`src/rtl/div3_pkg.sv`:
```
// Shared types and helpers for the serial divisibility-by-3 collector family.
package div3_pkg;

    // Default word width for collectors built on this package.
    localparam int WORD_W_DEFAULT = 32;

    // Running remainder of the bits seen so far, modulo 3.
    typedef enum logic [1:0] {
        REM0 = 2'd0,
        REM1 = 2'd1,
        REM2 = 2'd2
    } rem_t;

    // Occupancy of the single-entry output slot.
    typedef enum logic {
        SLOT_EMPTY = 1'b0,
        SLOT_FULL  = 1'b1
    } slot_state_t;

    // Shifting one more bit in, MSB first, maps remainder r to (2r + b) mod 3.
    function automatic rem_t rem_next(input rem_t r, input logic b);
        rem_t res;
        case (r)
            REM0:    res = b ? REM1 : REM0;
            REM1:    res = b ? REM0 : REM2;
            REM2:    res = b ? REM2 : REM1;
            default: res = REM0;
        endcase
        return res;
    endfunction

endpackage

```
`src/rtl/div3_rem_fsm.sv`:
```
// Running mod-3 remainder register for an MSB-first bit stream.
// clr wins over en so a word boundary can restart the remainder at REM0.
module div3_rem_fsm
    import div3_pkg::*;
(
    input  logic       clk,
    input  logic       rst,
    input  logic       clr,
    input  logic       en,
    input  logic       bit_in,
    output logic [1:0] rem
);

    rem_t rem_q;
    rem_t rem_d;

    // Next remainder: clear, advance by one bit, or hold.
    always_comb begin
        // NOTE: the default is assigned before any branch so every path drives rem_d and no latch is inferred.
        rem_d = rem_q;
        if (clr) begin
            rem_d = REM0;
        end else if (en) begin
            rem_d = rem_next(rem_q, bit_in);
        end
    end

    // Remainder register with synchronous reset.
    always_ff @(posedge clk) begin
        // NOTE: flops are written with <= so each one samples pre-edge values independent of statement order.
        if (rst) begin
            rem_q <= REM0;
        end else begin
            rem_q <= rem_d;
        end
    end

    assign rem = rem_q;

endmodule

```
`src/rtl/div3_serial_collector.sv`:
```
// Bit-serial (MSB first) word collector with a sequential mod-3 reference.
// Completed words land in a one-entry output slot behind a valid/ready port;
// collection of the next word continues while the slot is occupied.
module div3_serial_collector
    import div3_pkg::*;
#(
    parameter int WORD_W = div3_pkg::WORD_W_DEFAULT
) (
    input  logic              clk,
    input  logic              rst,
    input  logic              bit_in,
    input  logic              bit_valid,
    output logic              bit_ready,
    output logic [WORD_W-1:0] word_out,
    output logic [1:0]        rem_out,
    output logic              div3_out,
    output logic              out_valid,
    input  logic              out_ready
);

    localparam int                CNT_W    = $clog2(WORD_W);
    localparam logic [CNT_W-1:0]  LAST_CNT = CNT_W'(WORD_W - 1);

    logic [CNT_W-1:0]  bit_cnt_q, bit_cnt_d;
    logic [WORD_W-1:0] shreg_q, shreg_d;
    logic [WORD_W-1:0] word_q, word_d;
    rem_t              rem_out_q, rem_out_d;
    logic              div3_q, div3_d;
    slot_state_t       state_q, state_d;

    logic [1:0] rem_cur;
    rem_t       rem_step;
    logic       last_bit;
    logic       slot_full;
    logic       accept;
    logic       complete;
    logic       pop;

    // Handshake decode: only the final bit of a word stalls, and only while the slot is held.
    always_comb begin
        last_bit  = (bit_cnt_q == LAST_CNT);
        slot_full = (state_q == SLOT_FULL);
        bit_ready = !(last_bit && slot_full && !out_ready);
        accept    = bit_valid && bit_ready;
        complete  = accept && last_bit;
        pop       = slot_full && out_ready;
        rem_step  = rem_next(rem_t'(rem_cur), bit_in);
    end

    div3_rem_fsm u_rem_fsm (
        .clk    (clk),
        .rst    (rst),
        .clr    (complete),
        .en     (accept),
        .bit_in (bit_in),
        .rem    (rem_cur)
    );

    // Collection datapath: bit counter and shift register, both restarted at word completion.
    always_comb begin
        bit_cnt_d = bit_cnt_q;
        shreg_d   = shreg_q;
        if (complete) begin
            bit_cnt_d = '0;
            shreg_d   = '0;
        end else if (accept) begin
            bit_cnt_d = bit_cnt_q + CNT_W'(1);
            shreg_d   = {shreg_q[WORD_W-2:0], bit_in};
        end
    end

    // Output slot contents: load on completion, otherwise hold (stable under back-pressure).
    always_comb begin
        word_d    = word_q;
        rem_out_d = rem_out_q;
        div3_d    = div3_q;
        if (complete) begin
            word_d    = {shreg_q[WORD_W-2:0], bit_in};
            rem_out_d = rem_step;
            div3_d    = (rem_step == REM0);
        end
    end

    // Slot occupancy: a pop coinciding with a completion keeps the slot full (no bubble).
    always_comb begin
        state_d = state_q;
        case (state_q)
            SLOT_EMPTY: if (complete)         state_d = SLOT_FULL;
            SLOT_FULL:  if (pop && !complete) state_d = SLOT_EMPTY;
            default:                          state_d = SLOT_EMPTY;
        endcase
    end

    // All collector and slot registers; reset discards any partial word and pending output.
    always_ff @(posedge clk) begin
        if (rst) begin
            bit_cnt_q <= '0;
            shreg_q   <= '0;
            word_q    <= '0;
            rem_out_q <= REM0;
            div3_q    <= 1'b0;
            state_q   <= SLOT_EMPTY;
        end else begin
            bit_cnt_q <= bit_cnt_d;
            shreg_q   <= shreg_d;
            word_q    <= word_d;
            rem_out_q <= rem_out_d;
            div3_q    <= div3_d;
            state_q   <= state_d;
        end
    end

    assign word_out  = word_q;
    assign rem_out   = rem_out_q;
    assign div3_out  = div3_q;
    assign out_valid = slot_full;

endmodule

```
`config.mk`:
```
export PLATFORM = sky130hd
export DESIGN_NAME = div3_serial_collector
export DESIGN_NICKNAME = d
export VERILOG_FILES = /design/src/rtl/div3_pkg.sv /design/src/rtl/div3_rem_fsm.sv /design/src/rtl/div3_serial_collector.sv
export SDC_FILE = /design/constraint.sdc
export NUM_CORES = 1
export LEC_CHECK = 0
export CORE_AREA = 4 4 72 91
export DETAILED_ROUTE_END_ITERATION = 10
export DIE_AREA = 0 0 76 95
export PLACE_DENSITY = 0.89
export SKIP_CTS_REPAIR_TIMING = 1
export SLEW_MARGIN = 20
export SYNTH_ARGS = -nofsm -noshare
export SYNTH_HDL_FRONTEND = slang
export SYNTH_SLANG_ARGS = --single-unit
```
`constraint.sdc`:
```
create_clock -name clk -period 2.35 [get_ports clk]
set_input_delay 0.47 -clock clk [delete_from_list [all_inputs] [get_ports clk]]
set_output_delay 0.47 -clock clk [all_outputs]
set_load 0.005 [all_outputs]
```
== After elaboration in Yosys (flattened, before gate mapping) ==
Cells that the tools add are included.
Cells by class
  add/subtract/negate cells: 1
  $mul: 0
  div/mod/pow operators: 0
  $lt $le $gt $ge: 0
  equality and inequality tests: 3
  shifts and indexed selects: 0
  multiplexer cells: 7
  bitwise operators: 1
  reduce and logical (&&, ||, !) cells: 12
Operators by type and width (number)
  $logic_and A1 B1 Y1: 6
  $pmux W2 S3: 1
  $add A5 B1 Y5 const B: 1
  $eq A5 B5 Y1 const B: 1
  $logic_not A2 Y1: 2
  $mux W2: 2
  $logic_not A1 Y1: 3
  $mux W1: 3
  $eq A2 B1 Y1 const B: 1
  $eq A2 B2 Y1 const B: 1
  $pmux W1 S2: 1
  $reduce_or A2 Y1: 1
  $not A1 Y1: 1
Word-level totals
  register bits: 74
  bits in latches: 0
  memory bits (writable): 0
  bits in read-only memories: 0
  input port bits: 5
  output and inout bits: 37
  logic and storage cells: 31
  memories kept: 0

== Logic depth before layout (Yosys ltp) ==
Gate-level depths: netlist (run 1).
  depth after elaboration: 10
  mapped depth: 9

== By module ==
From an unflattened synthesis (run 1), not the netlist that was laid out.
Second synthesis, totals
  cells, all modules: 277
  area, all modules: 2688.8 um2
By module, submodules not included
  div3_serial_collector: instances 1, cells an instance 265, area an instance 2587.5 um2, seq. area each 1441.4 um2
  div3_rem_fsm: instances 1, cells an instance 12, area an instance 101.3 um2, seq. area each 40.0 um2

== Worst setup path after synthesis (run 1) ==
No wires, ideal clock.
  kind: register -> output
  from: register bit_cnt_q[0]
  to: output bit_ready
  data arrival time: 1.412 ns
  slack: 0.468 ns
  stages on the path, launching flop included: 7
  cell sequence: dfxtp_1 ha_1 and3_1 ha_1 and3b_1 clkinv_1 buf_2
Between the ends
  cells in the longest elaborated chain, start to end: 4
Ends and longest elaborated chain
  start: declaration: line div3_serial_collector.sv:24  | logic [CNT_W-1:0] bit_cnt_q, bit_cnt_d;
  start signal: assignment: line div3_serial_collector.sv:104  | bit_cnt_q <= bit_cnt_d;
  $eq A5 B5 Y1: line div3_serial_collector.sv:41  | last_bit = (bit_cnt_q == LAST_CNT);
  $logic_and A1 B1 Y1 (2 in a row): line div3_serial_collector.sv:43  | bit_ready = !(last_bit && slot_full && !out_ready);
  $logic_not A1 Y1: line div3_serial_collector.sv:43
  end: declaration: line div3_serial_collector.sv:13  | output logic bit_ready,
Every way passes these cells.

== Final worst setup path (run 1) ==
  from: register bit_cnt_q[1]
  to: output bit_ready
Same word-level chain as after synthesis.

==> flow_summary.json, run 1 <==
{
  "status": "finished clean",
  "syn_avg_cell_area_um2": 8.60,
  "synth_cell_types": 32,
  "ys_warn_count": 0,
  "io_buffer_count": 41,
  "synth_ff_type": "dfxtp_1",
  "nNetsFinal": 388,
  "stdcell_count": 452,
  "die_w_um": 76,
  "drv_slew": 0,
  "synth_area_mm2": 0.00299,
  "grt_max_degree": 42,
  "dr.pass1.iters": 5,
  "grt_pass1_vias": 2625,
  "p_comb_frac": 0.034,
  "wl_per_cell_um": 15.3,
  "vias": 2716,
  "min_from": "word_out[8]",
  "syn_nets": 355,
  "netSwitchingPower_w": 0.000531,
  "drtIter0Drc": 263,
  "slowest_delay_ps": 350,
  "io_pins": 42,
  "crit_type": "reg2out",
  "dpl_cell_area_mm2": 0.00344,
  "hold_viol": 0,
  "dieArea_mm2": 0.00722,
  "cp_max_fo": 3,
  "insertedDiodeCount": 0,
  "path_delay_family": "flip-flops",
  "cts_max_level": 3,
  "fp.coreArea_mm2": 0.00570,
  "start_util": 0.525,
  "min_period_over_period": 0.908,
  "p_seq_frac": 0.517,
  "dp_hpwl_um": 4390,
  "yosys_register_bits": 74,
  "avgViaCountPerCell": 6.01,
  "grt_pass1_wl_um": 11700,
  "pwr-share-clk": 0.449,
  "holdWs_ps": 476,
  "rows": 31,
  "rsz0062_at_grt": "no",
  "crit_chain": "ha_1 -> and3_1 -> ha_2 -> and3b_1 -> clkinv_1 -> dlymetal6s2s_1",
  "fin_area_mm2": 0.00368,
  "dp_cells": 436,
  "cap_violations": 0,
  "ys_seq_area_frac": 0.495,
  "powerDensity_mw_per_mm2": 665,
  "syn2layout_area_growth_pct": 22.9,
  "layout_common_cells": "73 x dfxtp_1, 68 x o21ai_0, 67 x nand3_1, 54 x a21oi_1, 40 x clkdlybuf4s50_1",
  "p_sw_frac": 0.217,
  "cts_tree": "built",
  "cp_slowest_cell": "dfxtp_1",
  "gp_congestion": 0.789,
  "path_buf_inv": 2,
  "gr-total-overflow": 0,
  "holdCritPathClass": "reg2reg",
  "start_kind": "flop",
  "path_clk_slew_ps": 80,
  "clock.fmax_ghz": 0.468,
  "ant_nets": 0,
  "worstMarginPinSlew_ps": 363,
  "die_y_um": 95,
  "synthCells": 348,
  "insertion_delay_ps": 350,
  "worstPathRequired_ps": 1880,
  "final_common_cell": "dfxtp_1",
  "synth_edf_count": 0,
  "p_int_w": 0.00192,
  "cts_buffers": 9,
  "drc": 0,
  "setup-tns-final_ps": 0,
  "finalSetupViolCount": 0,
  "antenna_found_initial": 0,
  "cp-end-kind": "output port",
  "cts_root_buf": "clkbuf_8",
  "crit_start": "bit_cnt_q[1]",
  "slew-limit-headroom": 0.752,
  "clock-sinks": 74,
  "drive_gt1_frac": 0.148,
  "fin_worst_skew_ps": 6.45,
  "wirelength_um": 6900,
  "grt.total_usage": 0.200,
  "crit_arrival_ps": 1660,
  "min_period_ps": 2130,
  "cts_buffer_depth": 2,
  "p_leak_nw": 1.16,
  "final_util": 0.645,
  "reg2reg_from": "bit_cnt_q[0]",
  "peakVddDrop_uv": 524,
  "synthArstFlopShare": 0
}
-- kinds of logic after synthesis --
group	Yosys count	synth area share
buffers and inverters	40	0.0669
and+or+nand+nor	82	0.145
xor gates and xnor gates	2	0.00586
AOI/OAI and AO/OA	148	0.279
DFF	74	0.495
adders and majority gates	2	0.00836
-- flip-flops by register name, summed over array words and instances, names as in the netlist --
name / count
word_out: 32
shreg_q: 31
bit_cnt_q: 5
rem_out: 2
u_rem_fsm.rem: 2
div3_out: 1
out_valid: 1
-- stage by stage --
stage | setup slack [ps] | total power (W)
floorplan | 468 | 0.00135
global placement | 127 | 0.00137
detailed placement | 125 | 0.00137
CTS | -204 | 0.00247
global route | 101 | 0.00252
finish | 215 | 0.00245
-- Yosys cell counts (2+ instances only) --
cell      instances  area share
a21oi_1          54       0.090
a21oi_2          20       0.059
buf_1             5      0.0063
buf_2             7       0.012
buf_6             5       0.019
clkbuf_1         19       0.024
dfxtp_1          74        0.50
ha_1              2      0.0084
nand3_1          67        0.11
nand4b_1          2      0.0059
nor2b_1           2      0.0042
o21ai_0          68        0.11
o31ai_1           3      0.0075
or4_1             2      0.0050
-- cell type report --
| type | count | area (µm²) |
|---|---|---|
| Sequential cell | 74 | 1480 |
| Timing Repair Buffer | 59 | 561 |
| Fill cell | 462 | 2020 |
| Clock buffer | 10 | 138 |
| Multi-Input combinational cell | 234 | 1310 |
| Inverter | 3 | 11.3 |
| Tap cell | 66 | 82.6 |
| Clock inverter | 6 | 90.1 |
-- path summary, 6_finish.rpt --
| path | endpoint | slack (ps) | depth (start not counted) |
|---|---|---|---|
| hold / removal | word_out[8] | 480 | 2 |
| setup / recovery | bit_ready | 220 | 6 |
| setup reg to reg | bit_cnt_q[3] | 280 | 7 |
| hold reg to reg | word_out[8] | 480 | 2 |
-- worst reg2reg max path: cells and delay by family, from the launching register on --
family	cells	cell delay (ps)
flops	1	340
simple gates	3	900
buf+inv	1	240
fa+ha+maj	2	390
compound gates	1	150
-- layer usage --
layer	vias up	GRT usage	part of all wire
met3	13	0.0468	0.050
met2	87	0.334	0.50
li1	1323	-	-
met1	1293	0.233	0.43
met5	-	0	0
met4	0	0.120	0.023
-- power by group through the flow --
stage / clock network, W / registers (W) / logic, W
floorplan: 0 / 0.00129 / 0.0000606
finish: 0.00110 / 0.00126 / 0.0000825
global placement: 0 / 0.00129 / 0.0000798
CTS: 0.00112 / 0.00126 / 0.0000818
global route: 0.00117 / 0.00127 / 0.0000903
detailed placement: 0 / 0.00129 / 0.0000810
(Power assumes the default switching activity.)
==> run 2, diff against run 1 <==
- CORE_AREA: 4 4 72 91 -> 4 4 69 86
- CTS_CLUSTER_SIZE: unset -> 12
- DIE_AREA: 0 0 76 95 -> 0 0 73 90
- DONT_BUFFER_PORTS: unset -> 1
- PLACE_DENSITY: 0.89 -> 0.74
==> run 2 against run 1 <==
Net effect:
- combinational power down 44%
- count of clock-buffer cells in the layout rose by 2
- global-route usage up 1.4 points
- largest power group unchanged
- worst hold slack worse by 300 ps
- highest routed layer unchanged
- die area shrank 9.0%
- final area shrank 12%
- setup slack got worse by 44 ps
==> flow_summary.json, run 2 (synthesis results as in run 1) <==
{
  "setup-tns-final_ps": 0,
  "start_util": 0.585,
  "path_delay_family": "simple AND/OR/NAND/NOR gates",
  "clock.fmax_ghz": 0.459,
  "largest_register_ffs": 32,
  "worstMarginPinSlew_ps": 633,
  "cap_violations": 0,
  "path_buf_inv": 2,
  "finalSetupViolCount": 0,
  "grt_pass1_vias": 2367,
  "nNetsFinal": 343,
  "p_leak_nw": 1.01,
  "cp_max_fo": 6,
  "grt_pass1_wl_um": 11200,
  "drtIter0Drc": 190,
  "drv_slew": 0,
  "gr-total-overflow": 0,
  "start_kind": "flop",
  "ant_nets": 0,
  "worstPathRequired_ps": 1880,
  "p_seq_frac": 0.521,
  "io_buffer_count": 0,
  "fp.coreArea_mm2": 0.00512,
  "drive_gt1_frac": 0.152,
  "clock-sinks": 74,
  "fin_area_mm2": 0.00323,
  "min_period_over_period": 0.927,
  "vias": 2509,
  "insertion_delay_ps": 350,
  "p_sw_frac": 0.204,
  "cp_slowest_cell": "dfxtp_1",
  "rsz0062_at_grt": "no",
  "fin_worst_skew_ps": 11.4,
  "layout_common_cells": "74 x dfxtp_1, 68 x o21ai_0, 67 x nand3_1, 54 x a21oi_1, 20 x a21oi_2",
  "die_y_um": 90,
  "cp-end-kind": "output port",
  "crit_type": "reg2out",
  "r2r-end": "bit_cnt_q[3]",
  "gp_congestion": 0.757,
  "pwr-share-clk": 0.460,
  "cts_max_level": 3,
  "wl_per_cell_um": 16.2,
  "p_int_w": 0.00193,
  "slew-limit-headroom": 0.578,
  "p_comb_frac": 0.019,
  "dp_hpwl_um": 3830,
  "reg2reg_from": "bit_cnt_q[0]",
  "rrSetupSlack_ps": 350,
  "avgViaCountPerCell": 6.23,
  "cts_buffers": 9,
  "crit_arrival_ps": 1710,
  "powerDensity_mw_per_mm2": 751,
  "cp_common_cell": "ha_1",
  "netSwitchingPower_w": 0.000495,
  "holdCritPathClass": "in2reg",
  "slowest_delay_ps": 360,
  "grt.total_usage": 0.215,
  "drc": 0,
  "peakVddDrop_uv": 450,
  "antenna_found_initial": 0,
  "min_from": "rst",
  "crit_chain": "ha_1 -> and3_1 -> ha_1 -> and3b_2 -> clkinv_1 -> buf_4",
  "holdPathStages": 1,
  "dr.pass1.iters": 4,
  "grt_max_degree": 42,
  "dpl_cell_area_mm2": 0.00298,
  "fillCellCount": 459,
  "syn2layout_area_growth_pct": 7.99,
  "min_period_ps": 2180,
  "final_util": 0.631,
  "dieArea_mm2": 0.00657,
  "io_pins": 42,
  "hold_viol": 0,
  "cts_tree": "built",
  "status": "finished clean",
  "die_w_um": 73,
  "rr_worst_depth": 7,
  "path_clk_slew_ps": 80,
  "holdWs_ps": 173,
  "cts_buffer_depth": 2,
  "final_common_cell": "dfxtp_1",
  "cts_root_buf": "clkbuf_8",
  "rows": 29,
  "hold_path_end": "word_out[9]",
  "insertedDiodeCount": 0,
  "wirelength_um": 6520
}
run 2: area by class of cell:
class                           instances  area (µm²)  share of cell area
Tap cell                               62        77.6              0.0240
Timing Repair Buffer                   14         118              0.0364
Sequential cell                        74        1480               0.459
Inverter                                3        11.3             0.00349
Multi-Input combinational cell        234        1310               0.407
Clock inverter                          4        73.8              0.0229
Clock buffer                           12         155              0.0480
run 2: metrics by stage:
stage,worst slack (ps),std cells,power [W]
after detailed placement,387,384,0.00134
after floorplan,468,348,0.00135
after CTS,4.70,400,0.00245
final,171,403,0.00243
after global placement,431,384,0.00134
after global routing,50.2,403,0.00250
run 2: worst max path at each step:
stage	from	cells after the start	slack [ps]	to
2_1_floorplan	bit_cnt_q[0]	6	470	bit_ready
3_3_place_gp	bit_cnt_q[0]	7	430	u_rem_fsm.rem[1]
3_5_place_dp	bit_cnt_q[0]	7	390	shreg_q[30]
4_1_cts	bit_cnt_q[0]	6	5	bit_ready
5_1_grt	bit_cnt_q[0]	6	50	bit_ready
6_report	bit_cnt_q[0]	6	170	bit_ready
run 2: routing by layer:
metal	vias up	wire length [µm]	global-route usage
met4	0	127	0.0969
met5	-	0	0
met1	1197	2810	0.259
li1	1233	-	-
met2	68	3140	0.347
met3	11	442	0.0592
run 2: power by group through the flow:
stage                     Sequential, W  Clock (W)  Combinational [W]
after floorplan                 0.00129          0          0.0000606
after global placement          0.00129          0          0.0000463
after detailed placement        0.00129          0          0.0000464
after CTS                       0.00126    0.00114          0.0000470
after global routing            0.00126    0.00118          0.0000521
final                           0.00126    0.00112          0.0000466
